**config.mk**
```make
export PLATFORM = sky130hd
export DESIGN_NAME = jpeg_fa_share_sched_flat
export DESIGN_NICKNAME = d
export VERILOG_FILES = /design/src/rtl/jpeg_fa_share_sched_if.sv /design/src/rtl/jpeg_fa_share_sched.sv /design/src/flat_wrapper.sv
export SDC_FILE = /design/constraint.sdc
export NUM_CORES = 1
export LEC_CHECK = 0
export BUFFER_PORTS_ARGS = -buffer_cell sky130_fd_sc_hd__buf_2
export CELL_PAD_IN_SITES_DETAIL_PLACEMENT = 1
export CELL_PAD_IN_SITES_GLOBAL_PLACEMENT = 2
export CORE_MARGIN = 2
export CORE_UTILIZATION = 32
export DETAILED_ROUTE_END_ITERATION = 6
export PLACE_DENSITY_LB_ADDON = 0.1
export SYNTH_ARGS = -nofsm -noshare
export SYNTH_HDL_FRONTEND = slang
export SYNTH_SLANG_ARGS = --single-unit
```
**constraint.sdc**
```tcl
create_clock -name clk -period 4.7 [get_ports clk]
set_input_delay 0.94 -clock clk [delete_from_list [all_inputs] [get_ports clk]]
set_output_delay 0.94 -clock clk [all_outputs]
set_load 0.02 [all_outputs]
```
**src/rtl/jpeg_fa_share_sched_if.sv**
```systemverilog
// rtl/jpeg_fa_share_sched_if.sv - requester/scheduler bundle for the shared full-adder scheduler
interface jpeg_fa_share_sched_if #(
    parameter int W    = 8,
    parameter int NREQ = 4
);
    localparam int IW = (NREQ > 1) ? $clog2(NREQ) : 1;

    logic [NREQ-1:0]   req;
    logic [NREQ*W-1:0] a;
    logic [NREQ*W-1:0] b;
    logic [NREQ-1:0]   cin;
    logic [NREQ-1:0]   gnt;
    logic              busy;
    logic              done;
    logic [IW-1:0]     done_id;
    logic [W-1:0]      sum;
    logic              cout;

    modport master (
        output req, a, b, cin,
        input  gnt, busy, done, done_id, sum, cout
    );

    modport slave (
        input  req, a, b, cin,
        output gnt, busy, done, done_id, sum, cout
    );
endinterface

```
**src/rtl/jpeg_fa_share_sched.sv**
```systemverilog
// rtl/jpeg_fa_share_sched.sv - round-robin time-sharing of one bit-serial full adder
module jpeg_fa_share_sched #(
    parameter int W    = 8,
    parameter int NREQ = 4
) (
    input logic                   clk,
    input logic                   rst,
    jpeg_fa_share_sched_if.slave  bus
);
    localparam int IW = (NREQ > 1) ? $clog2(NREQ) : 1;
    localparam int CW = $clog2(W);

    typedef enum logic [1:0] {IDLE, ADD, DONE} state_t;

    state_t          state, state_nxt;
    logic [IW-1:0]   last;
    logic [IW-1:0]   pick;
    logic            found;
    logic [CW-1:0]   bitcnt;
    logic            carry;
    logic [W-1:0]    sh_a, sh_b, sh_s;
    logic [NREQ-1:0] gnt;
    logic            done;
    logic [IW-1:0]   done_id;
    logic [W-1:0]    sum;
    logic            cout;
    logic            fa_s, fa_c;

    assign fa_s = sh_a[0] ^ sh_b[0] ^ carry;
    assign fa_c = (sh_a[0] & sh_b[0]) | (sh_a[0] & carry) | (sh_b[0] & carry);

    // Rotating priority: first asserted req after the last granted index.
    always_comb begin
        int idx;
        found = 1'b0;
        pick  = '0;
        idx   = 0;
        for (int k = 1; k <= NREQ; k++) begin
            idx = int'(last) + k;
            if (idx >= NREQ) idx = idx - NREQ;
            if (!found && bus.req[idx]) begin
                found = 1'b1;
                pick  = IW'(idx);
            end
        end
    end

    always_comb begin
        state_nxt = state;
        case (state)
            IDLE:    if (found) state_nxt = ADD;
            ADD:     if (bitcnt == CW'(W - 1)) state_nxt = DONE;
            DONE:    state_nxt = IDLE;
            default: state_nxt = IDLE;
        endcase
    end

    always_ff @(posedge clk or posedge rst) begin
        if (rst) state <= IDLE;
        else     state <= state_nxt;
    end

    always_ff @(posedge clk or posedge rst) begin
        if (rst) begin
            last    <= IW'(NREQ - 1);
            bitcnt  <= '0;
            carry   <= 1'b0;
            sh_a    <= '0;
            sh_b    <= '0;
            sh_s    <= '0;
            gnt     <= '0;
            done    <= 1'b0;
            done_id <= '0;
            sum     <= '0;
            cout    <= 1'b0;
        end else begin
            case (state)
                IDLE: if (found) begin
                    sh_a   <= bus.a[int'(pick)*W +: W];
                    sh_b   <= bus.b[int'(pick)*W +: W];
                    carry  <= bus.cin[pick];
                    gnt    <= {{(NREQ-1){1'b0}}, 1'b1} << pick;
                    last   <= pick;
                    bitcnt <= '0;
                end
                ADD: begin
                    sh_a   <= sh_a >> 1;
                    sh_b   <= sh_b >> 1;
                    carry  <= fa_c;
                    sh_s   <= {fa_s, sh_s[W-1:1]};
                    bitcnt <= bitcnt + 1'b1;
                    // Sum bit 0 entered first, so after W shifts it sits at the LSB.
                    if (bitcnt == CW'(W - 1)) begin
                        sum     <= {fa_s, sh_s[W-1:1]};
                        cout    <= fa_c;
                        done_id <= last;
                        done    <= 1'b1;
                    end
                end
                DONE: begin
                    done <= 1'b0;
                    gnt  <= '0;
                end
                default: ;
            endcase
        end
    end

    assign bus.gnt     = gnt;
    assign bus.busy    = (state != IDLE);
    assign bus.done    = done;
    assign bus.done_id = done_id;
    assign bus.sum     = sum;
    assign bus.cout    = cout;
endmodule

```
**src/flat_wrapper.sv**
```systemverilog
// flat-port wrapper written by rule: the top's interface ports become plain ports
module jpeg_fa_share_sched_flat 
#(
    parameter int W    = 8,
    parameter int NREQ = 4
)
  (clk, rst, bus_req, bus_a, bus_b, bus_cin, bus_gnt, bus_busy, bus_done, bus_done_id, bus_sum, bus_cout);
  jpeg_fa_share_sched_if #(.W(W), .NREQ(NREQ)) bus_i ();
  input logic clk;
  input logic rst;
  input wire logic [$bits(bus_i.req)-1:0] bus_req;
  input wire logic [$bits(bus_i.a)-1:0] bus_a;
  input wire logic [$bits(bus_i.b)-1:0] bus_b;
  input wire logic [$bits(bus_i.cin)-1:0] bus_cin;
  output wire logic [$bits(bus_i.gnt)-1:0] bus_gnt;
  output wire logic [$bits(bus_i.busy)-1:0] bus_busy;
  output wire logic [$bits(bus_i.done)-1:0] bus_done;
  output wire logic [$bits(bus_i.done_id)-1:0] bus_done_id;
  output wire logic [$bits(bus_i.sum)-1:0] bus_sum;
  output wire logic [$bits(bus_i.cout)-1:0] bus_cout;
  assign bus_i.req = bus_req;
  assign bus_i.a = bus_a;
  assign bus_i.b = bus_b;
  assign bus_i.cin = bus_cin;
  assign bus_gnt = bus_i.gnt;
  assign bus_busy = bus_i.busy;
  assign bus_done = bus_i.done;
  assign bus_done_id = bus_i.done_id;
  assign bus_sum = bus_i.sum;
  assign bus_cout = bus_i.cout;
  jpeg_fa_share_sched #(.W(W), .NREQ(NREQ)) u_core (.clk(clk), .rst(rst), .bus(bus_i));
endmodule
```
Yosys cells after proc, flatten, opt, wreduce, memory -nomap -nowiden --
Index checks and enable logic that the tools add are counted. Widths: inputs -> output; s select.
Storage, ports and cells: register bits after elaboration 48, bits of input ports 74, output and inout bits 17, logic and storage cells 103
Cells by class: add/subtract/negate cells 9, order comparisons 9, eq/ne operators 5, shifts and indexed selects 3, mux-type cells 41, bitwise operators 7, reductions and logical operators 17
Operators by type and width (count):
- $ge 32x4->1 const B | 4
- $lt 32x4->1 const B | 4
- $mux 32 | 4
- $sub 32x4->32 const B | 4
- $shiftx 32x6->8 | 2
- $pmux 8 s2 | 2
- $mux 8 | 2
- $mux 1 | 15
- $mux 2 | 6
- $reduce_and 2->1 | 6
- $bmux 1 s2 | 5
- $pmux 4 s2 | 1
- $reduce_bool 2->1 | 4
- $add 2x2->3 const B | 2
- $pmux 3 s2 | 1
- $add 2x3->4 const B | 1
- $mux 4 | 1
- $ne 2x1->1 const B | 2
- $pmux 1 s2 | 2
- $pmux 2 s2 | 1
- $shl 1x2->4 const A | 1
- $add 2x1->3 const B | 1
- $add 3x1->3 const B | 1
- $and 1x1->1 | 3
- other kinds (10) | 16

Longest topological paths before layout --
Gate-level depths: netlist of run 1.
word-level depth 20, depth in mapped cells 8

Worst setup path after synthesis of run 1 --
Ideal clock, no wire load.
path kind input to register, from input bus_req[0], to register u_core.gnt[2] (netlist: u_core.bus.gnt[2]), setup time 0.123 ns, arrival time 2.061 ns, data required time 4.577 ns, slack 2.517 ns, stages 8, path buffers 3, cell sequence nand2b_1 > a21bo_1 > buf_6 > and3_1 > buf_6 > buf_6 > a32oi_1 > o21ai_1
Between the ends: word-level cells in the longest chain between the ends 16
RTL lines:
- start: declaration | line flat_wrapper.sv:11 | input wire logic [$bits(bus_i.req)-1:0] bus_req;
- $bmux 1 s2 | line jpeg_fa_share_sched.sv:41 | if (!found && bus.req[idx]) begin
- $mux 1 (implied by the code) (2 in series) | line jpeg_fa_share_sched.sv:41
- $mux 1 | line jpeg_fa_share_sched.sv:41
- $logic_not 1->1 | line jpeg_fa_share_sched.sv:41
- $logic_and 1x1->1 | line jpeg_fa_share_sched.sv:41
- $mux 1 | line jpeg_fa_share_sched.sv:41
- $logic_not 1->1 | line jpeg_fa_share_sched.sv:41
- $logic_and 1x1->1 | line jpeg_fa_share_sched.sv:41
- $mux 1 | line jpeg_fa_share_sched.sv:41
- $logic_not 1->1 | line jpeg_fa_share_sched.sv:41
- $logic_and 1x1->1 | line jpeg_fa_share_sched.sv:41
- $mux 2 | line jpeg_fa_share_sched.sv:41
- $shl 1x2->4 | line jpeg_fa_share_sched.sv:82 | gnt <= {{(NREQ-1){1'b0}}, 1'b1} << pick;
- $mux 4 | line jpeg_fa_share_sched.sv:78 | IDLE: if (found) begin
- $pmux 4 s2 | line jpeg_fa_share_sched.sv:77 | case (state)
- end signal: assignment | line jpeg_fa_share_sched.sv:82
- end: declaration | line jpeg_fa_share_sched.sv:22 | logic [NREQ-1:0] gnt;
Parallel ways exist; a longest one is shown, timed or not. The select of a mux whose other input is x is not followed. A chain may end at the register's enable or synchronous reset.

Worst setup path in the final report of run 1 --
from input bus_req[1], to register u_core.sh_b[7]
Between the ends: word-level cells in the longest chain between the ends 16
RTL lines:
- $bmux 1 s2 | line jpeg_fa_share_sched.sv:41
- $mux 1 (implied by the code) (2 in series) | line jpeg_fa_share_sched.sv:41
- $mux 1 | line jpeg_fa_share_sched.sv:41
- $logic_not 1->1 | line jpeg_fa_share_sched.sv:41
- $logic_and 1x1->1 | line jpeg_fa_share_sched.sv:41
- $mux 1 | line jpeg_fa_share_sched.sv:41
- $logic_not 1->1 | line jpeg_fa_share_sched.sv:41
- $logic_and 1x1->1 | line jpeg_fa_share_sched.sv:41
- $mux 1 | line jpeg_fa_share_sched.sv:41
- $logic_not 1->1 | line jpeg_fa_share_sched.sv:41
- $logic_and 1x1->1 | line jpeg_fa_share_sched.sv:41
- $mux 2 | line jpeg_fa_share_sched.sv:41
- $shiftx 32x6->8 | line jpeg_fa_share_sched.sv:80 | sh_b <= bus.b[int'(pick)*W +: W];
- $mux 8 | line jpeg_fa_share_sched.sv:78
- $pmux 8 s2 | line jpeg_fa_share_sched.sv:77
- end signal: assignment | line jpeg_fa_share_sched.sv:80
- end signal: assignment | line jpeg_fa_share_sched.sv:88 | sh_b <= sh_b >> 1;
- end: declaration | line jpeg_fa_share_sched.sv:21 | logic [W-1:0] sh_a, sh_b, sh_s;
Parallel ways exist; a longest one is shown, timed or not. The select of a mux whose other input is x is not followed.

==> results of run 1 <==
synth_stat cells (2+ instances only):
master / count / area [sq um]
sky130_fd_sc_hd__nand2b_1: 4 / 25.0
sky130_fd_sc_hd__nand2_1: 37 / 139
sky130_fd_sc_hd__a31oi_1: 17 / 106
sky130_fd_sc_hd__or2_1: 2 / 12.5
sky130_fd_sc_hd__o21ai_1: 6 / 30.0
sky130_fd_sc_hd__clkbuf_1: 16 / 60.1
sky130_fd_sc_hd__mux2_2: 11 / 124
sky130_fd_sc_hd__mux2i_1: 17 / 170
sky130_fd_sc_hd__dfstp_2: 2 / 52.6
sky130_fd_sc_hd__o21ai_0: 20 / 100
sky130_fd_sc_hd__nand3_1: 3 / 15.0
sky130_fd_sc_hd__buf_2: 5 / 25.0
sky130_fd_sc_hd__a21oi_1: 16 / 80.1
sky130_fd_sc_hd__ha_1: 2 / 25.0
sky130_fd_sc_hd__and3_1: 17 / 106
sky130_fd_sc_hd__dfrtp_1: 45 / 1130
sky130_fd_sc_hd__and4_1: 17 / 149
sky130_fd_sc_hd__nor2_1: 3 / 11.3
sky130_fd_sc_hd__a32oi_1: 2 / 17.5
sky130_fd_sc_hd__inv_1: 21 / 78.8
sky130_fd_sc_hd__buf_6: 3 / 33.8
sky130_fd_sc_hd__o211ai_1: 18 / 135
worst max-delay path, cell delays in order:
cell and delay [ns]:
sky130_fd_sc_hd__buf_2 0.14, sky130_fd_sc_hd__o21ai_2 0.85, sky130_fd_sc_hd__and3_1 0.28, sky130_fd_sc_hd__buf_4 0.32, sky130_fd_sc_hd__mux2i_1 0.29, sky130_fd_sc_hd__o211ai_1 0.11
power by group:
group | switching, uW | internal (uW) | leakage [uW] | total (uW)
sequential | 124 | 603 | 0.000581 | 728
combinational | 556 | 380 | 0.00104 | 936
clock | 134 | 159 | 0.0000524 | 293
total | 814 | 1140 | 0.00168 | 1960
cells by family after synthesis:
family | count (synthesis)
mux | 28
fa+ha+maj | 3
compound gates | 86
buf+inv | 45
flops | 47
simple gates | 86
through the flow:
step / area [sq um] / util [%] / worst slack [ns] / power, uW
2_1_floorplan: 2730 / - / 2.52 / 1430
3_3_place_gp: 3210 / 38.9 / 1.60 / 1660
3_5_place_dp: 3210 / 38.9 / 1.59 / 1690
4_1_cts: 3320 / 40.2 / 1.90 / 1980
5_1_grt: 3320 / 40.2 / 1.68 / 2140
6_report: 3320 / 40.2 / 1.90 / 1960
flip-flops by register name (all words and copies together) (netlist names):
signal              cells
u_core.bus.done_id      2
u_core.sh_b             8
u_core.bus.gnt          4
u_core.bus.done         1
u_core.sh_s             7
u_core.state            2
u_core.bus.cout         1
u_core.bitcnt           3
u_core.sh_a             8
u_core.bus.sum          8
u_core.last             2
u_core.carry            1
per-layer routing:
metal | wire (microns) | GRT usage (%)
met5 | 0 | 0
met4 | 51 | 3.52
met3 | 297 | 2.25
met2 | 3160 | 24.1
met1 | 3920 | 25.6
path summary, 6_finish.rpt:
kind | startpoint | cells past startpoint | end | slack [ns]
worst max register to register | u_core.state[0] | 3 | u_core.bus.done_id[1] | 2.10
worst min register to register | u_core.bus.sum[1] | 1 | u_core.bus.sum[1] | 0.50
worst min-delay path | u_core.bus.sum[1] | 1 | u_core.bus.sum[1] | 0.50
max in group asynchronous | rst | 2 | u_core.sh_b[2] | 3.20
min in group asynchronous | rst | 2 | u_core.bus.done | 0.87
worst max-delay path | bus_req[1] | 6 | u_core.sh_b[7] | 1.90
final cells by class:
class | instances | share of cell area, %
clock buffers | 7 | 2.30
clock inverters | 1 | 0.905
inverters | 21 | 2.38
multi-input cells | 203 | 41.1
flip-flops and latches | 47 | 35.5
well taps | 105 | 3.96
repair buffers | 91 | 13.8
==> Implementation_results.wiki, run 1 <==
{| class="wikitable"
! Metric !! Value
|-
| Antenna cells || 0
|-
| Main synth FF type || sky130_fd_sc_hd__dfrtp_1
|-
| Final hold violations || 0
|-
| Boundary pin count || 91
|-
| Clk_lat worst skew || around 0.30 ns
|-
| Clock slew seen by the registers of the worst setup and hold paths || around 0.080 ns
|-
| Via count of the first global-routing pass || approximately 2,400
|-
| Largest net degree at the start of global routing || 48
|-
| Result of the run || completed
|-
| Storage element area || 1180 sq um
|-
| Largest family of logic cells by synthesized area || compound AO/OA/AOI/OAI gates
|-
| Synthesized-area fraction occupied by and/or/nand/nor cells || 18.0%
|-
| Required time at the worst-slack endpoint || between 4 and 5 ns
|-
| Worst endpoint data arrival time || about 3.0 ns
|-
| Nets@finish || 446
|-
| CTS tree || done
|-
| Count of warnings emitted by yosys || 0
|-
| Vertical die dimension || between 90 and 100 microns
|-
| Maximum frequency from static timing analysis || roughly 360 MHz
|-
| Worst slew pin tran || 1.08 ns
|-
| Leakage power figure || 0.00168 uW
|-
| Overall Global Routing Usage || about 16%
|-
| Maximum count of clock buffers along a single path || 2
|-
| Number of CTS-inserted buffers || 5
|-
| Die area || slightly above 9000 sq um
|-
| Hold Buf Count CTS || 0
|-
| Routed WL || ~7400 microns
|-
| Distinct cells, synth || 33
|-
| Routability congestion estimate from global placement || ~0.74
|-
| Leading cell type in the layout, fill and taps excluded || sky130_fd_sc_hd__buf_2
|-
| Post-synthesis adder-cell area fraction || 1.65%
|-
| Total core area || between 8000 and 9000 sq um
|-
| Critical Path Fanout Max || 35
|-
| Async set-reset flop share out of synthesis || 100%
|-
| Starting utilization of the core area || 33.1%
|-
| Setup TNS || 0 ns
|-
| Post-CTS resize count || 0
|-
| Port-buffer cells || 90
|-
| Number of antenna violations at the first check in global routing || 0
|-
| Area used by multi-input combinational logic || ~1400 sq um
|-
| Non-Filler Instances || 475
|-
| Seq/Total Area, Yosys || around 43%
|-
| Power density over the cells || 590 nW/um^2
|-
| Fraction of layout cells with a size suffix above 1 || between 30% and 40%
|-
| Path class of the lowest-slack min-delay path || reg -> reg
|-
| Critical Path End Type || flop
|-
| Number of setup violations in the final report || 0
|-
| Worst setup path category || in -> reg
|-
| Tmin final || about 2.8 ns
|-
| RSZ-0062 raised after global routing || no
|-
| HPWL Detailed || roughly 5500 microns
|-
| First-pass iteration count of the detailed router || 4
|-
| Multiplexer area fraction after synthesis || 10.8%
|-
| Worst hold slack || about 0.50 ns
|-
| First-pass GRT wire length || between 10,000 and 15,000 microns
|-
| Area delta synth->final || 21.3%
|-
| Fill cell instance count of the final layout || roughly 1,000
|-
| Area fraction in compound gates after synthesis || about 19%
|-
| Top library cells by usage in the layout, fill and taps aside || sky130_fd_sc_hd__buf_2 (90), sky130_fd_sc_hd__dfrtp_1 (45), sky130_fd_sc_hd__nand2_1 (37), sky130_fd_sc_hd__inv_1 (20), sky130_fd_sc_hd__o21ai_0 (20)
|-
| Root Buffer Master || sky130_fd_sc_hd__clkbuf_8
|-
| Worst vdd ir || 165 uV
|-
| Sinks on the clock net || 47
|-
| WL per Instance || around 16 microns
|-
| Netlist area before placement || about 2700 sq um
|-
| Final-report max-slew violation count || 0
|-
| Number of enable flip-flop cells after synthesis || 0
|-
| DRC violations left || 0
|-
| Average vias per placed instance || 5.12
|-
| Number of levels in the clock H-tree || 2
|-
| Register bit total from synthesis || 47
|-
| Final period util || roughly three fifths
|-
| Horiz. Die Dim || 96.4 microns
|-
| Drt first-iter violations || 122
|-
| Cell row count || 33
|-
| Avg Cell Area, Syn || slightly above 9 sq um
|-
| Reported max-cap violation count || 0
|-
| Post-CTS setup buffer count || 0
|-
| Number of instances in the synthesized netlist || 295
|-
| Clk_skew || 0.00712 ns
|-
| Kind of start point of the critical path || primary input
|-
| Placed Cells || 467
|-
| Number of nets still failing antenna checks after routing || 0
|-
| Grt total ovfl || 0
|-
| Fraction of synthesized cell area in xor and xnor cells || 0%
|-
| Relative slew slack || between 20% and 30%
|-
| Net Count, Synth || around 370
|-
| Number of vias after detailed routing || about 2,400
|}
(Power assumes the default switching activity.)
==> run 2, diff against run 1 <==
CORE_UTILIZATION = 27   (was 32)
clock period = 2.4 ns   (was 4.7 ns; I/O delays follow)
==> run 2 against run 1 <==
Largest cell class unchanged. Non-clock buffer count grew 9. Utilization shrank 4.8 points. Via count grew 0.99%. Clock power grew 130%. Global-route usage shrank 1.0 points. Clock skew grew 0.0040 ns. Wire length grew 7.3%. Flip-flop and latch count is the same.
==> Implementation_results.wiki, run 2 (synthesis results as in run 1) <==
{| class="wikitable"
! Metric !! Value
|-
| Result of the run || completed
|-
| Nets@finish || 455 (+2.0%)
|-
| Routed WL || 7970 microns (+7.3%)
|-
| First-pass GRT wire length || 13,600 microns (+14%)
|-
| First-pass iteration count of the detailed router || 4 (unchanged)
|-
| WL per Instance || 15.6 microns (-0.45%)
|-
| Tmin final || 1.93 ns
|-
| Final period util || roughly 80%
|-
| Number of levels in the clock H-tree || 2 (unchanged)
|-
| Worst vdd ir || 337 uV (+100%)
|-
| Maximum count of clock buffers along a single path || 2 (unchanged)
|-
| Largest net degree at the start of global routing || 36 (-25%)
|-
| Post-CTS setup buffer count || 0 (unchanged)
|-
| Power density over the cells || 1170 nW/um^2 (+98%)
|-
| CTS tree || done
|-
| Required time at the worst-slack endpoint || 2.58 ns (-2.27 ns)
|-
| Number of nets still failing antenna checks after routing || 0 (unchanged)
|-
| Post-CTS resize count || 0 (unchanged)
|-
| Total core area || 9820 sq um (+19%)
|-
| Root Buffer Master || sky130_fd_sc_hd__clkbuf_8
|-
| Clk_skew || 0.0112 ns (+0.00404 ns)
|-
| Hold Buf Count CTS || 0 (unchanged)
|-
| Fraction of layout cells with a size suffix above 1 || 33.0% (+1.9 points)
|-
| Regs by FF count || u_core.bus.sum (8), u_core.sh_a (8), u_core.sh_b (8)
|-
| Average vias per placed instance || 4.80 (-6.3%)
|-
| HPWL Detailed || 5920 microns (+8.6%)
|-
| Sinks on the clock net || 47 (unchanged)
|-
| Critical Path Fanout Max || 14 (-60%)
|-
| Reported max-cap violation count || 0 (unchanged)
|-
| Overall Global Routing Usage || 15.4% (-1.0 points)
|-
| Vertical die dimension || 105 microns (+8.5%)
|-
| Worst slew pin tran || 0.639 ns (-0.446 ns)
|-
| Boundary pin count || 91 (unchanged)
|-
| Number of antenna violations at the first check in global routing || 0 (unchanged)
|-
| Leading cell type in the layout, fill and taps excluded || sky130_fd_sc_hd__buf_2
|-
| Least setup slack across all paths after layout || 0.474 ns (-1.43 ns)
|-
| Area delta synth->final || 27.0%
|-
| Number of setup violations in the final report || 0 (unchanged)
|-
| Port-buffer cells || 90 (unchanged)
|-
| Critical Path End Type || flop
|-
| Maximum frequency from static timing analysis || between 500 and 600 MHz
|-
| Starting utilization of the core area || 27.8% (-5.3 points)
|-
| Worst endpoint data arrival time || 2.11 ns (-0.84 ns)
|-
| Relative slew slack || 57.3% (+30 points)
|-
| Worst setup path category || reg -> reg
|-
| Worst hold slack || 0.210 ns (-0.292 ns)
|-
| Via count of the first global-routing pass || 2,631 (+10%)
|-
| Top library cells by usage in the layout, fill and taps aside || sky130_fd_sc_hd__buf_2 (90), sky130_fd_sc_hd__dfrtp_1 (45), sky130_fd_sc_hd__nand2_1 (37), sky130_fd_sc_hd__inv_1 (20), sky130_fd_sc_hd__o21ai_0 (20)
|-
| Setup Slack @ Placement || 0.367 ns (-1.22 ns)
|-
| Drt first-iter violations || 84 (-31%)
|-
| Grt total ovfl || 0 (unchanged)
|-
| Setup TNS || 0 ns (unchanged)
|-
| Clock slew seen by the registers of the worst setup and hold paths || 0.09 ns (about the same)
|-
| Routability congestion estimate from global placement || 0.737 (about the same)
|-
| Fin util || 35.3% (-4.8 points)
|-
| RSZ-0062 raised after global routing || no
|-
| Clk_lat worst skew || 0.30 ns (about the same)
|-
| Kind of start point of the critical path || flop
|-
| Final-report max-slew violation count || 0 (unchanged)
|-
| Final hold violations || 0 (unchanged)
|-
| Number of CTS-inserted buffers || 5 (unchanged)
|-
| Path class of the lowest-slack min-delay path || in -> async
|-
| Horiz. Die Dim || 105 microns (+8.5%)
|-
| Number of vias after detailed routing || 2,456 (+0.99%)
|-
| Antenna cells || 0 (unchanged)
|-
| Cell row count || 36 (+9.1%)
|-
| Die area || 10,900 sq um (+18%)
|-
| Leakage power figure || 0.00174 uW (+3.8%)
|-
| DRC violations left || 0 (unchanged)
|}
-- run 2: worst paths after layout --
| check | slack, ns | to | cells after the start | startpoint |
|---|---|---|---|---|
| min | 0.21 | u_core.sh_a[1] | 2 | rst |
| max reg2reg | 0.47 | u_core.sh_a[7] | 6 | u_core.last[0] |
| min in group clk | 0.48 | u_core.sh_s[1] | 2 | u_core.sh_s[1] |
| max | 0.47 | u_core.sh_a[7] | 6 | u_core.last[0] |
| min reg2reg | 0.48 | u_core.sh_s[1] | 2 | u_core.sh_s[1] |
| max in group asynchronous | 1.66 | u_core.sh_s[5] | 3 | rst |
-- run 2: final cells by class --
cell class | instances | area (sq um)
fillers | 1205 | 6350
multi-input cells | 203 | 1360
flip-flops and latches | 47 | 1180
repair buffers | 100 | 551
well taps | 133 | 166
inverters | 21 | 78.8
clock buffers | 6 | 72.6
clock inverters | 2 | 60.1
-- run 2: critical path, stage by stage (launching register included) --
cell	delay, ns
sky130_fd_sc_hd__dfstp_2	0.58
sky130_fd_sc_hd__nand2b_1	0.14
sky130_fd_sc_hd__a21o_1	0.13
sky130_fd_sc_hd__and3_1	0.42
sky130_fd_sc_hd__buf_12	0.22
sky130_fd_sc_hd__mux2i_1	0.22
sky130_fd_sc_hd__o211ai_1	0.10
-- run 2: routing by layer --
layer  up-vias  wire length (microns)  GRT usage [%]
li1       1225                      -              -
met1      1165                   4010           21.9
met2        60                   3530           24.7
met3         6                    348           2.37
met4         0                     88           3.71
met5         -                      0              0
-- run 2: report_power, final --
group / total (uW) / internal, uW / switching (uW)
registers: 1420 / 1180 / 237
logic: 1950 / 826 / 1120
clock network: 684 / 416 / 267
-- run 2: per-stage QoR --
stage / cell area [sq um] / instances / total power, uW
after floorplan: 2730 / 295 / 2810
after global placement: 3340 / 504 / 3380
after detailed placement: 3340 / 504 / 3430
after CTS: 3470 / 512 / 4130
after global routing: 3470 / 512 / 4440
final: 3470 / 512 / 4050
==> run 3, diff against run 2 <==
CORE_UTILIZATION = 30   (was 27)
clock period = 1.8 ns   (was 2.4 ns; I/O delays follow)
==> run 3 against run 2 <==
Sequential share of layout area decreased by 1.1 points. Register-to-register slack got worse by 0.37 ns. Largest power group unchanged. Global-route usage increased by 0.59 points. Worst setup slack got worse by 0.37 ns. Via count increased by 2.0%.
==> Implementation_results.wiki, run 3 (synthesis results as in run 1) <==
{| class="wikitable"
! Metric !! Value
|-
| Final hold violations || 0 (unchanged)
|-
| Fill cell instance count of the final layout || 1,054 (-13%)
|-
| Clk_lat worst skew || 0.30 ns (about the same)
|-
| Critical path, cell by cell || a21bo_1 > buf_6 > and4_1 > o21ai_0 > o211ai_1
|-
| Largest net degree at the start of global routing || 36 (unchanged)
|-
| Number of nets still failing antenna checks after routing || 0 (unchanged)
|-
| Nets@finish || 465 (+2.2%)
|-
| Boundary pin count || 91 (unchanged)
|-
| Drt first-iter violations || 53 (-37%)
|-
| Final period util || 94.2% (+14 points)
|-
| Top library cells by usage in the layout, fill and taps aside || sky130_fd_sc_hd__buf_2 (90), sky130_fd_sc_hd__dfrtp_1 (45), sky130_fd_sc_hd__nand2_1 (37), sky130_fd_sc_hd__inv_1 (20), sky130_fd_sc_hd__o21ai_0 (20)
|-
| Starting utilization of the core area || 31.2% (+3.4 points)
|-
| Average vias per placed instance || 5.04 (+5.1%)
|-
| Number of setup violations in the final report || 0 (unchanged)
|-
| Maximum frequency from static timing analysis || 590 MHz (+14%)
|-
| Worst endpoint data arrival time || 1.88 ns (-0.23 ns)
|-
| WL per Instance || 15.5 microns (-0.21%)
|-
| Number of vias after detailed routing || 2,505 (+2.0%)
|-
| Final-report max-slew violation count || 0 (unchanged)
|-
| Area delta synth->final || 31.3%
|-
| CTS tree || done
|-
| Path class of the lowest-slack min-delay path || in -> async
|-
| Power density over the cells || 1550 nW/um^2 (+32%)
|-
| Via count of the first global-routing pass || 2,616 (-0.57%)
|-
| Vertical die dimension || 99.5 microns (-4.9%)
|-
| Relative slew slack || 71.5% (+14 points)
|-
| Flop2flop setup slack || 0.11 ns (-0.37 ns)
|-
| Top Family by Delay on Critical Path || flip-flops
|-
| DRC violations left || 0 (unchanged)
|-
| First-pass GRT wire length || 12,900 microns (-5.6%)
|-
| Destination of the worst register-to-register timing path || u_core.sh_b[1]
|-
| Grt total ovfl || 0 (unchanged)
|-
| Die area || 9890 sq um (-9.6%)
|-
| Kind of start point of the critical path || flop
|-
| Critical Path Fanout Max || 35 (+21)
|-
| Non-Filler Instances || 497 (-2.9%)
|-
| Critical path buffer and inverter count || 1 (unchanged)
|-
| Cell row count || 34 (-5.6%)
|-
| Overall Global Routing Usage || 16.0% (+0.59 points)
|-
| Fraction of layout cells with a size suffix above 1 || 35.5% (+2.5 points)
|-
| Maximum count of clock buffers along a single path || 2 (unchanged)
|-
| Number of CTS-inserted buffers || 5 (unchanged)
|-
| Number of levels in the clock H-tree || 2 (unchanged)
|-
| Regs by FF count || u_core.bus.sum (8), u_core.sh_a (8), u_core.sh_b (8)
|-
| Post-DP Area || 3400 sq um (+2.0%)
|-
| Leading cell type in the layout, fill and taps excluded || sky130_fd_sc_hd__buf_2
|-
| Hold Buf Count CTS || 0 (unchanged)
|-
| Placed Cells || 487 (-3.4%)
|-
| Required time at the worst-slack endpoint || 1.99 ns (-0.59 ns)
|-
| Result of the run || completed
|-
| HPWL Detailed || 5550 microns (-6.3%)
|-
| Clock slew seen by the registers of the worst setup and hold paths || 0.10 ns (about the same)
|-
| Horiz. Die Dim || 99.5 microns (-4.9%)
|-
| Routability congestion estimate from global placement || 0.735 (-0.31%)
|-
| First-pass iteration count of the detailed router || 3 (-1)
|-
| Origin of the critical flop-to-flop path || u_core.last[1]
|-
| Final standard cell area without fillers || 3590 sq um (+3.4%)
|-
| Number of antenna violations at the first check in global routing || 1 (+1)
|-
| Largest stage delay, worst path || 0.60 ns (+0.02 ns)
|-
| Worst slew pin tran || 0.427 ns (-0.212 ns)
|-
| Sinks on the clock net || 47 (unchanged)
|-
| Cell with the largest stage delay on the worst path || sky130_fd_sc_hd__dfstp_2
|-
| Worst setup path category || reg -> reg
|-
| Cell count of the worst reg-to-reg path || 5 (-1)
|-
| Clk_skew || 0.00797 ns (-0.00319 ns)
|-
| Routed WL || 7720 microns (-3.1%)
|-
| Root Buffer Master || sky130_fd_sc_hd__clkbuf_8
|-
| Critical Path End Type || flop
|-
| Leakage power figure || 0.00181 uW (+4.0%)
|-
| Worst vdd ir || 390 uV (+16%)
|-
| Port-buffer cells || 90 (unchanged)
|-
| Reported max-cap violation count || 0 (unchanged)
|-
| Antenna cells || 0 (unchanged)
|-
| Total core area || 8760 sq um (-11%)
|-
| Tmin final || 1.69 ns (-0.231 ns)
|}
-- run 3: stage by stage --
step	hold WS [ns]	util, %	setup WS, ns	power, uW	TNS [ns]
final	0.0394	40.9	0.105	5550	0
after global routing	0.0636	40.9	-0.00384	6040	-0.00384
after CTS	0.0478	40.2	0.0637	5490	0
after detailed placement	0.393	38.8	-0.109	4660	-1.06
after global placement	0.391	38.8	-0.0406	4630	-0.462
after floorplan	0.442	-	0.0625	3740	0
-- run 3: power by group --
part	internal [uW]	leakage, uW	switching (uW)
Sequential	1570	0.000581	273
Combinational	1300	0.00117	1590
Clock	419	0.0000548	387
-- run 3: metal layers --
layer | vias to the layer above | track usage [%] | routed length (microns)
li1 | 1257 | - | -
met1 | 1172 | 23.3 | 3740
met2 | 64 | 24.9 | 3490
met3 | 10 | 2.60 | 308
met4 | 2 | 4.11 | 166
met5 | - | 0 | 16
-- run 3: final cells by class --
| type | count | area [sq um] | area share (%) |
|---|---|---|---|
| clock buffer | 5 | 68.8 | 1.92 |
| clock inverter | 3 | 46.3 | 1.29 |
| inverter | 21 | 78.8 | 2.20 |
| multi-input combinational | 203 | 1380 | 38.5 |
| sequential | 47 | 1180 | 32.8 |
| tap | 108 | 135 | 3.77 |
| timing repair buffer | 110 | 701 | 19.5 |
-- run 3: worst max path at each step --
stage                               start  slack (ns)  depth (start not counted)             end
final                      u_core.last[1]        0.11                          5  u_core.sh_b[1]
after global routing      u_core.state[1]      -0.004                          6  u_core.sh_b[2]
after CTS                  u_core.last[1]        0.06                          5  u_core.sh_b[1]
after detailed placement       bus_req[1]       -0.11                          6  u_core.sh_b[1]
after global placement    u_core.state[1]       -0.04                          5  u_core.sh_b[7]
after floorplan           u_core.state[0]        0.06                          7  u_core.sh_a[0]
-- run 3: worst register-to-register path, cell delays in order (launching register included) --
cell and delay, ns:
sky130_fd_sc_hd__dfstp_2 0.60, sky130_fd_sc_hd__a21bo_1 0.24, sky130_fd_sc_hd__buf_6 0.19, sky130_fd_sc_hd__and4_1 0.24
sky130_fd_sc_hd__o21ai_0 0.19, sky130_fd_sc_hd__o211ai_1 0.11
-- run 3: what timing repair did --
| item | CTS | global route |
|---|---|---|
| pin swaps | 0 | 0 |
| resized for setup | 1 | 5 |
| gates cloned | 0 | 1 |
| setup endpoints to repair | 17 | 13 |
| buffers inserted | 0 | 1 |
